--- src/rtl/uart_rx_if.sv ---
// Byte handshake between the UART receiver and the AES block-assembly controller.
// The receiver drives the byte and its status flags; the consumer returns rxRdyClr.
interface uart_rx_if;
  logic       rxRdyClr;
  logic       rxRdy;
  logic [0:7] dout;
  logic       frameErr;
  logic       overrun;

  modport master (
    input  rxRdyClr,
    output rxRdy,
    output dout,
    output frameErr,
    output overrun
  );

  modport slave (
    output rxRdyClr,
    input  rxRdy,
    input  dout,
    input  frameErr,
    input  overrun
  );
endinterface

--- src/rtl/uart_rx.sv ---
// 8N1 UART receiver with 16x oversampling; hands each byte to the AES block
// assembler through a level rxRdy / rxRdyClr handshake and flags framing errors and overruns.
module uart_rx #(
  parameter int CLK_FREQ   = 50000000,
  parameter int BAUD       = 115200,
  parameter int OVERSAMPLE = 16
) (
  input  logic      clock,
  input  logic      reset,
  input  logic      rx,
  uart_rx_if.master bus
);
  localparam int DIV   = CLK_FREQ / (BAUD * OVERSAMPLE);
  localparam int DIV_W = (DIV > 1) ? $clog2(DIV) : 1;
  localparam logic [DIV_W-1:0] DIV_LAST = DIV_W'(DIV - 1);

  localparam logic [1:0] ST_IDLE  = 2'd0;
  localparam logic [1:0] ST_START = 2'd1;
  localparam logic [1:0] ST_DATA  = 2'd2;
  localparam logic [1:0] ST_STOP  = 2'd3;

  logic [1:0]       sync_q;
  logic             rx_prev_q;
  logic             rx_s;
  logic             tick_s;
  logic [1:0]       state_q, state_d;
  logic [DIV_W-1:0] div_q, div_d;
  logic [3:0]       sc_q, sc_d;
  logic [2:0]       idx_q, idx_d;
  logic [0:7]       shreg_q, shreg_d;
  logic             done_q, done_d;
  logic             ferr_q, ferr_d;
  logic             rdy_q, rdy_d;
  logic [0:7]       dout_q, dout_d;
  logic             ovr_q, ovr_d;

  assign rx_s   = sync_q[1];
  assign tick_s = (div_q == DIV_LAST);

  // Two-flop synchroniser plus the delayed copy used for start-edge detection
  always_ff @(posedge clock or negedge reset) begin
    if (!reset) begin
      sync_q    <= 2'b11;
      rx_prev_q <= 1'b1;
    end else begin
      sync_q    <= {sync_q[0], rx};
      rx_prev_q <= rx_s;
    end
  end

  // Frame sequencing: tick divider, sample counter, bit index and shift register
  always_comb begin
    state_d = state_q;
    div_d   = tick_s ? '0 : div_q + DIV_W'(1);
    sc_d    = sc_q;
    idx_d   = idx_q;
    shreg_d = shreg_q;
    done_d  = 1'b0;
    ferr_d  = 1'b0;
    case (state_q)
      ST_IDLE: begin
        // Only a high-to-low transition starts a frame, so a line held low after a bad stop bit is ignored
        if (rx_prev_q && !rx_s) begin
          div_d   = '0;
          sc_d    = 4'd0;
          state_d = ST_START;
        end else begin
          state_d = ST_IDLE;
        end
      end
      ST_START: begin
        if (tick_s) begin
          if (sc_q == 4'd7) begin
            if (rx_s) begin
              state_d = ST_IDLE;
            end else begin
              sc_d    = 4'd0;
              idx_d   = 3'd0;
              state_d = ST_DATA;
            end
          end else begin
            sc_d = sc_q + 4'd1;
          end
        end else begin
          sc_d = sc_q;
        end
      end
      ST_DATA: begin
        if (tick_s) begin
          if (sc_q == 4'd15) begin
            shreg_d[3'd7 - idx_q] = rx_s;
            sc_d  = 4'd0;
            idx_d = idx_q + 3'd1;
            if (idx_q == 3'd7) begin
              state_d = ST_STOP;
            end else begin
              state_d = ST_DATA;
            end
          end else begin
            sc_d = sc_q + 4'd1;
          end
        end else begin
          sc_d = sc_q;
        end
      end
      ST_STOP: begin
        if (tick_s && (sc_q == 4'd15)) begin
          done_d  = rx_s;
          ferr_d  = ~rx_s;
          sc_d    = 4'd0;
          state_d = ST_IDLE;
        end else if (tick_s) begin
          sc_d = sc_q + 4'd1;
        end else begin
          sc_d = sc_q;
        end
      end
      default: begin
        state_d = ST_IDLE;
        sc_d    = 4'd0;
        idx_d   = 3'd0;
      end
    endcase
  end

  // Frame-sequencing state registers
  always_ff @(posedge clock or negedge reset) begin
    if (!reset) begin
      state_q <= ST_IDLE;
      div_q   <= '0;
      sc_q    <= 4'd0;
      idx_q   <= 3'd0;
      shreg_q <= 8'h00;
      done_q  <= 1'b0;
      ferr_q  <= 1'b0;
    end else begin
      state_q <= state_d;
      div_q   <= div_d;
      sc_q    <= sc_d;
      idx_q   <= idx_d;
      shreg_q <= shreg_d;
      done_q  <= done_d;
      ferr_q  <= ferr_d;
    end
  end

  // Consumer handshake: a completing byte wins over a simultaneous clear
  always_comb begin
    rdy_d  = rdy_q;
    dout_d = dout_q;
    ovr_d  = 1'b0;
    if (done_q) begin
      rdy_d  = 1'b1;
      dout_d = shreg_q;
      ovr_d  = rdy_q;
    end else if (bus.rxRdyClr) begin
      rdy_d = 1'b0;
    end else begin
      rdy_d = rdy_q;
    end
  end

  // Registered consumer-facing outputs
  always_ff @(posedge clock or negedge reset) begin
    if (!reset) begin
      rdy_q  <= 1'b0;
      dout_q <= 8'h00;
      ovr_q  <= 1'b0;
    end else begin
      rdy_q  <= rdy_d;
      dout_q <= dout_d;
      ovr_q  <= ovr_d;
    end
  end

  assign bus.rxRdy    = rdy_q;
  assign bus.dout     = dout_q;
  assign bus.frameErr = ferr_q;
  assign bus.overrun  = ovr_q;
endmodule
--- src/flat_wrapper.sv ---
// flat-port wrapper written by rule: the top's interface ports become plain ports
module uart_rx_flat 
#(
  parameter int CLK_FREQ   = 50000000,
  parameter int BAUD       = 115200,
  parameter int OVERSAMPLE = 16
)
  (clock, reset, rx, bus_rxRdyClr, bus_rxRdy, bus_dout, bus_frameErr, bus_overrun);
  uart_rx_if bus_i ();
  input  logic clock;
  input  logic reset;
  input  logic rx;
  input wire logic [$bits(bus_i.rxRdyClr)-1:0] bus_rxRdyClr;
  output wire logic [$bits(bus_i.rxRdy)-1:0] bus_rxRdy;
  output wire logic [$bits(bus_i.dout)-1:0] bus_dout;
  output wire logic [$bits(bus_i.frameErr)-1:0] bus_frameErr;
  output wire logic [$bits(bus_i.overrun)-1:0] bus_overrun;
  assign bus_i.rxRdyClr = bus_rxRdyClr;
  assign bus_rxRdy = bus_i.rxRdy;
  assign bus_dout = bus_i.dout;
  assign bus_frameErr = bus_i.frameErr;
  assign bus_overrun = bus_i.overrun;
  uart_rx #(.CLK_FREQ(CLK_FREQ), .BAUD(BAUD), .OVERSAMPLE(OVERSAMPLE)) u_core (.clock(clock), .reset(reset), .rx(rx), .bus(bus_i));
endmodule
--- config.mk ---
export PLATFORM = sky130hd
export DESIGN_NAME = uart_rx_flat
export DESIGN_NICKNAME = d
export VERILOG_FILES = /design/src/rtl/uart_rx_if.sv /design/src/rtl/uart_rx.sv /design/src/flat_wrapper.sv
export SDC_FILE = /design/constraint.sdc
export NUM_CORES = 1
export LEC_CHECK = 0
export BUFFER_PORTS_ARGS = -buffer_cell sky130_fd_sc_hd__buf_2
export CORE_MARGIN = 2
export CORE_UTILIZATION = 52
export CTS_CLUSTER_DIAMETER = 60
export DETAILED_ROUTE_END_ITERATION = 8
export PLACE_DENSITY = 0.71
export SYNTH_ARGS = -nofsm -noshare
export SYNTH_HDL_FRONTEND = slang
export SYNTH_SLANG_ARGS = --single-unit
--- constraint.sdc ---
create_clock -name clock -period 4.1 [get_ports clock]
set_input_delay 0.205 -clock clock [delete_from_list [all_inputs] [get_ports clock]]
set_output_delay 0.205 -clock clock [all_outputs]
set_load 0.02 [all_outputs]
==> impl_metrics.env <==
export IMPL_setup_tns_ns=0
export IMPL_synthToLayoutAreaGrowth_pct=11.24
export IMPL_num_vias=1113
export IMPL_initial_utilization_pct=53.22
export IMPL_vdd_drop_max_mv=0.2798
export IMPL_max_freq_ghz=0.5001
export IMPL_async_flop_share_pct=100.0
export IMPL_grt_max_degree=38
export IMPL_die_w_um=61.98
export IMPL_cap_violations=0
export IMPL_fin_crit_ns=2.000
export IMPL_grt_total_usage_pct=17.17
export IMPL_setup_viol=0
export IMPL_yosysWarningCount=0
export IMPL_antenna_cells=0
export IMPL_drt_first_pass_iters=4
export IMPL_outcome="finished, final reports clean"
export IMPL_crit_slowest_cell="and4b_1"
export IMPL_hold_slack_ns=0.1207
export IMPL_grt_antenna_before_repair=0
export IMPL_final_antenna_net_count=0
export IMPL_synth_edf_count=0
export IMPL_gp_congestion=0.8491
export IMPL_cts_buffer_depth=2
export IMPL_post_cts_buffers=0
export IMPL_postSynthAreaPerCell_um2=11.97
export IMPL_leakagePower_nw=0.9268
export IMPL_stdcell_count=209
export IMPL_hold_path_class="input pin to register"
export IMPL_dpl_cell_count=199
export IMPL_route_detailed_wl_per_inst_um=13.50
export IMPL_cts_sinks=37
export IMPL_p_switching_uw=216.6
export IMPL_maxSlewViolCount=0
export IMPL_mappedNetlistNets=155
export IMPL_report_final_hold_viol_count=0
export IMPL_ys_ff_latch=37
export IMPL_seqPwrFrac_pct=53.2
export IMPL_netlist_cell_type_count=46
export IMPL_netlist_area_leader_share_pct=48.68
export IMPL_p_per_area_nw_per_um2=426.0
export IMPL_crit_chain="inv_1, ha_1, and4b_1, nand3_4, nor4b_2, mux2_1"
export IMPL_port_buffer_count=14
export IMPL_path_class="register to register"
export IMPL_grt_pass1_wl_um=4747
export IMPL_internal_power_uw=611.7
export IMPL_switching_share_pct=26.15
export IMPL_clkPwrFrac_pct=31.8
export IMPL_worst_slew_pin_slew_ns=0.7832
export IMPL_drt_iter0_drc=39
export IMPL_cts_tree="yes"
export IMPL_root_buffer="clkbuf_4"
export IMPL_die_area_um2=3841
export IMPL_crit_family="simple AND/OR/NAND/NOR gates"
export IMPL_htreeDepth=2
export IMPL_end_kind="register"
export IMPL_crit_fanout=10
export IMPL_slowest_delay_ns=0.45
export IMPL_ys_flop_type="dfrtp_1"
export IMPL_clock_skew_final_ns=0.01572
export IMPL_worstPathRequired_ns=4.33
export IMPL_finalInstanceArea_um2=1944
export IMPL_coreArea_um2=3284
export IMPL_wl_um=2821
export IMPL_fin_crit_sh_pct=48.77
export IMPL_grt_pass1_vias=1030
export IMPL_ys_top_cells_by_area="dfrtp_1, mux2_2, dfstp_2"
export IMPL_fp_dieH_um=61.98
export IMPL_path_buf_inv=1
export IMPL_cts_made_buffers=5
export IMPL_maxSlewHeadroom_pct=47.78
export IMPL_combPwrFrac_pct=15.0
export IMPL_place_area_um2=1836
export IMPL_cts_clk_slew_worst_paths_ns=0.12
export IMPL_yosysTopAreaCell="dfrtp_1"
export IMPL_vias_per_cell=5.325
export IMPL_top_level_ports=15
export IMPL_yosysSeqAreaShare_pct=53.19
export IMPL_hpwlAfterDp_um=2011
export IMPL_drc=0
export IMPL_synth_area_um2=1748
export IMPL_syn_inst=146
export IMPL_final_nets=171
export IMPL_start_kind="register"
export IMPL_rows=21
export IMPL_cp_arrival_ns=2.23
export IMPL_overflow=0
export IMPL_rsz0062_at_grt="no"
export IMPL_drive_above_1_share_pct=30.06
export IMPL_clk_latency_ns=0.34
registers in the layout, indices dropped and copies added (netlist names), 2 cells and up, named ones only:
name,count
u_core.div_q,5
u_core.bus.dout,8
u_core.sc_q,4
u_core.idx_q,3
u_core.shreg_q,8
u_core.sync_q,2
per-stage QoR:
step	worst slack, ns	power [mW]	utilization (%)
2_1_floorplan	2.443	0.5442	-
3_3_place_gp	2.153	0.5625	55.89
3_5_place_dp	2.090	0.5740	55.89
4_1_cts	2.079	0.8394	59.20
5_1_grt	1.962	0.8846	59.20
6_report	2.100	0.8284	59.20
per-layer routing:
metal / up-vias / part of all wire (%) / global-route usage (%) / wire [um]
met5: - / 0 / 0 / 0
met4: 0 / 1.7 / 7.295 / 49
met3: 5 / 3.9 / 5.590 / 111
met2: 23 / 47 / 25.00 / 1319
met1: 541 / 48 / 23.51 / 1340
li1: 544 / - / - / -
Yosys cell counts (3+ instances only):
cell type  count
nand3_1        7
dfrtp_1       34
clkbuf_1       3
ha_1           5
nor2_1        13
nor3_1         3
nand2_1       10
dfstp_2        3
inv_1          4
nor3b_1        4
mux2_1         5
mux2_2        14
worst reg2reg max path: stages, from the launching register on:
cell and delay (ns):
dfrtp_1 0.42, inv_1 0.07, ha_1 0.13, and4b_1 0.45, nand3_4 0.16, nor4b_2 0.32, mux2_1 0.36
final timing paths:
| path | startpoint | endpoint | slack (ns) | cells after the start |
|---|---|---|---|---|
| worst max-delay path | u_core.div_q[0] | u_core.shreg_q[7] | 2.10 | 6 |
| worst min register to register | u_core.sync_q[0] | u_core.sync_q[1] | 0.36 | 0 |
| worst max register to register | u_core.div_q[0] | u_core.shreg_q[7] | 2.10 | 6 |
| min in group asynchronous | reset | u_core.bus.dout[6] | 0.46 | 2 |
| worst min-delay path | bus_rxRdyClr | u_core.bus.rxRdy | 0.12 | 3 |
| max in group asynchronous | reset | u_core.sc_q[2] | 3.13 | 2 |
cell usage in the layout (no fill, tap or decap), types with 2 or more instances in the layout:
master	Yosys	final
mux2i_1	2	2
nand4_1	2	2
ha_1	5	5
nor2_1	13	13
mux2_2	14	14
nor3b_1	4	4
xor2_1	2	2
and2_1	2	2
inv_1	4	4
nand2_1	10	10
clkbuf_4	0	5
nand3_1	7	7
mux2_1	5	5
buf_2	2	14
and3_1	2	2
nor4_2	2	2
dfrtp_1	34	34
dfstp_2	3	3
nor3_1	3	3
dlygate4sd3_1	0	2
power by group through the flow:
stage / logic (mW) / clock network, mW / registers, mW
global route: 0.147 / 0.289 / 0.448
CTS: 0.128 / 0.271 / 0.441
finish: 0.124 / 0.264 / 0.440
detailed placement: 0.128 / 0 / 0.446
global placement: 0.118 / 0 / 0.444
floorplan: 0.108 / 0 / 0.437
final cells by class:
type | instances | area (um2)
fillers | 276 | 1340
flip-flops and latches | 37 | 929.6
multi-input cells | 98 | 763.2
repair buffers | 16 | 90.09
well taps | 46 | 57.56
clock buffers | 6 | 51.30
clock inverters | 2 | 37.54
inverters | 4 | 15.01
cells by family (layout without fill, tap and decap cells):
kind of cell    after synthesis  in the layout  share of synthesized area, %
compound gates               11             11                         5.083
xor+xnor                      3              3                         1.503
fa+ha+maj                     5              5                         3.579
buf+inv                      11             28                         3.149
flops                        37             37                         53.19
mux                          21             21                         13.39
simple gates                 58             58                         20.12
what timing repair did:
action	in CTS	in global routing
endpoints found under the hold margin	35	0
gates resized for setup	0	0
hold buffers	2	0
(Power assumes the default switching activity.)
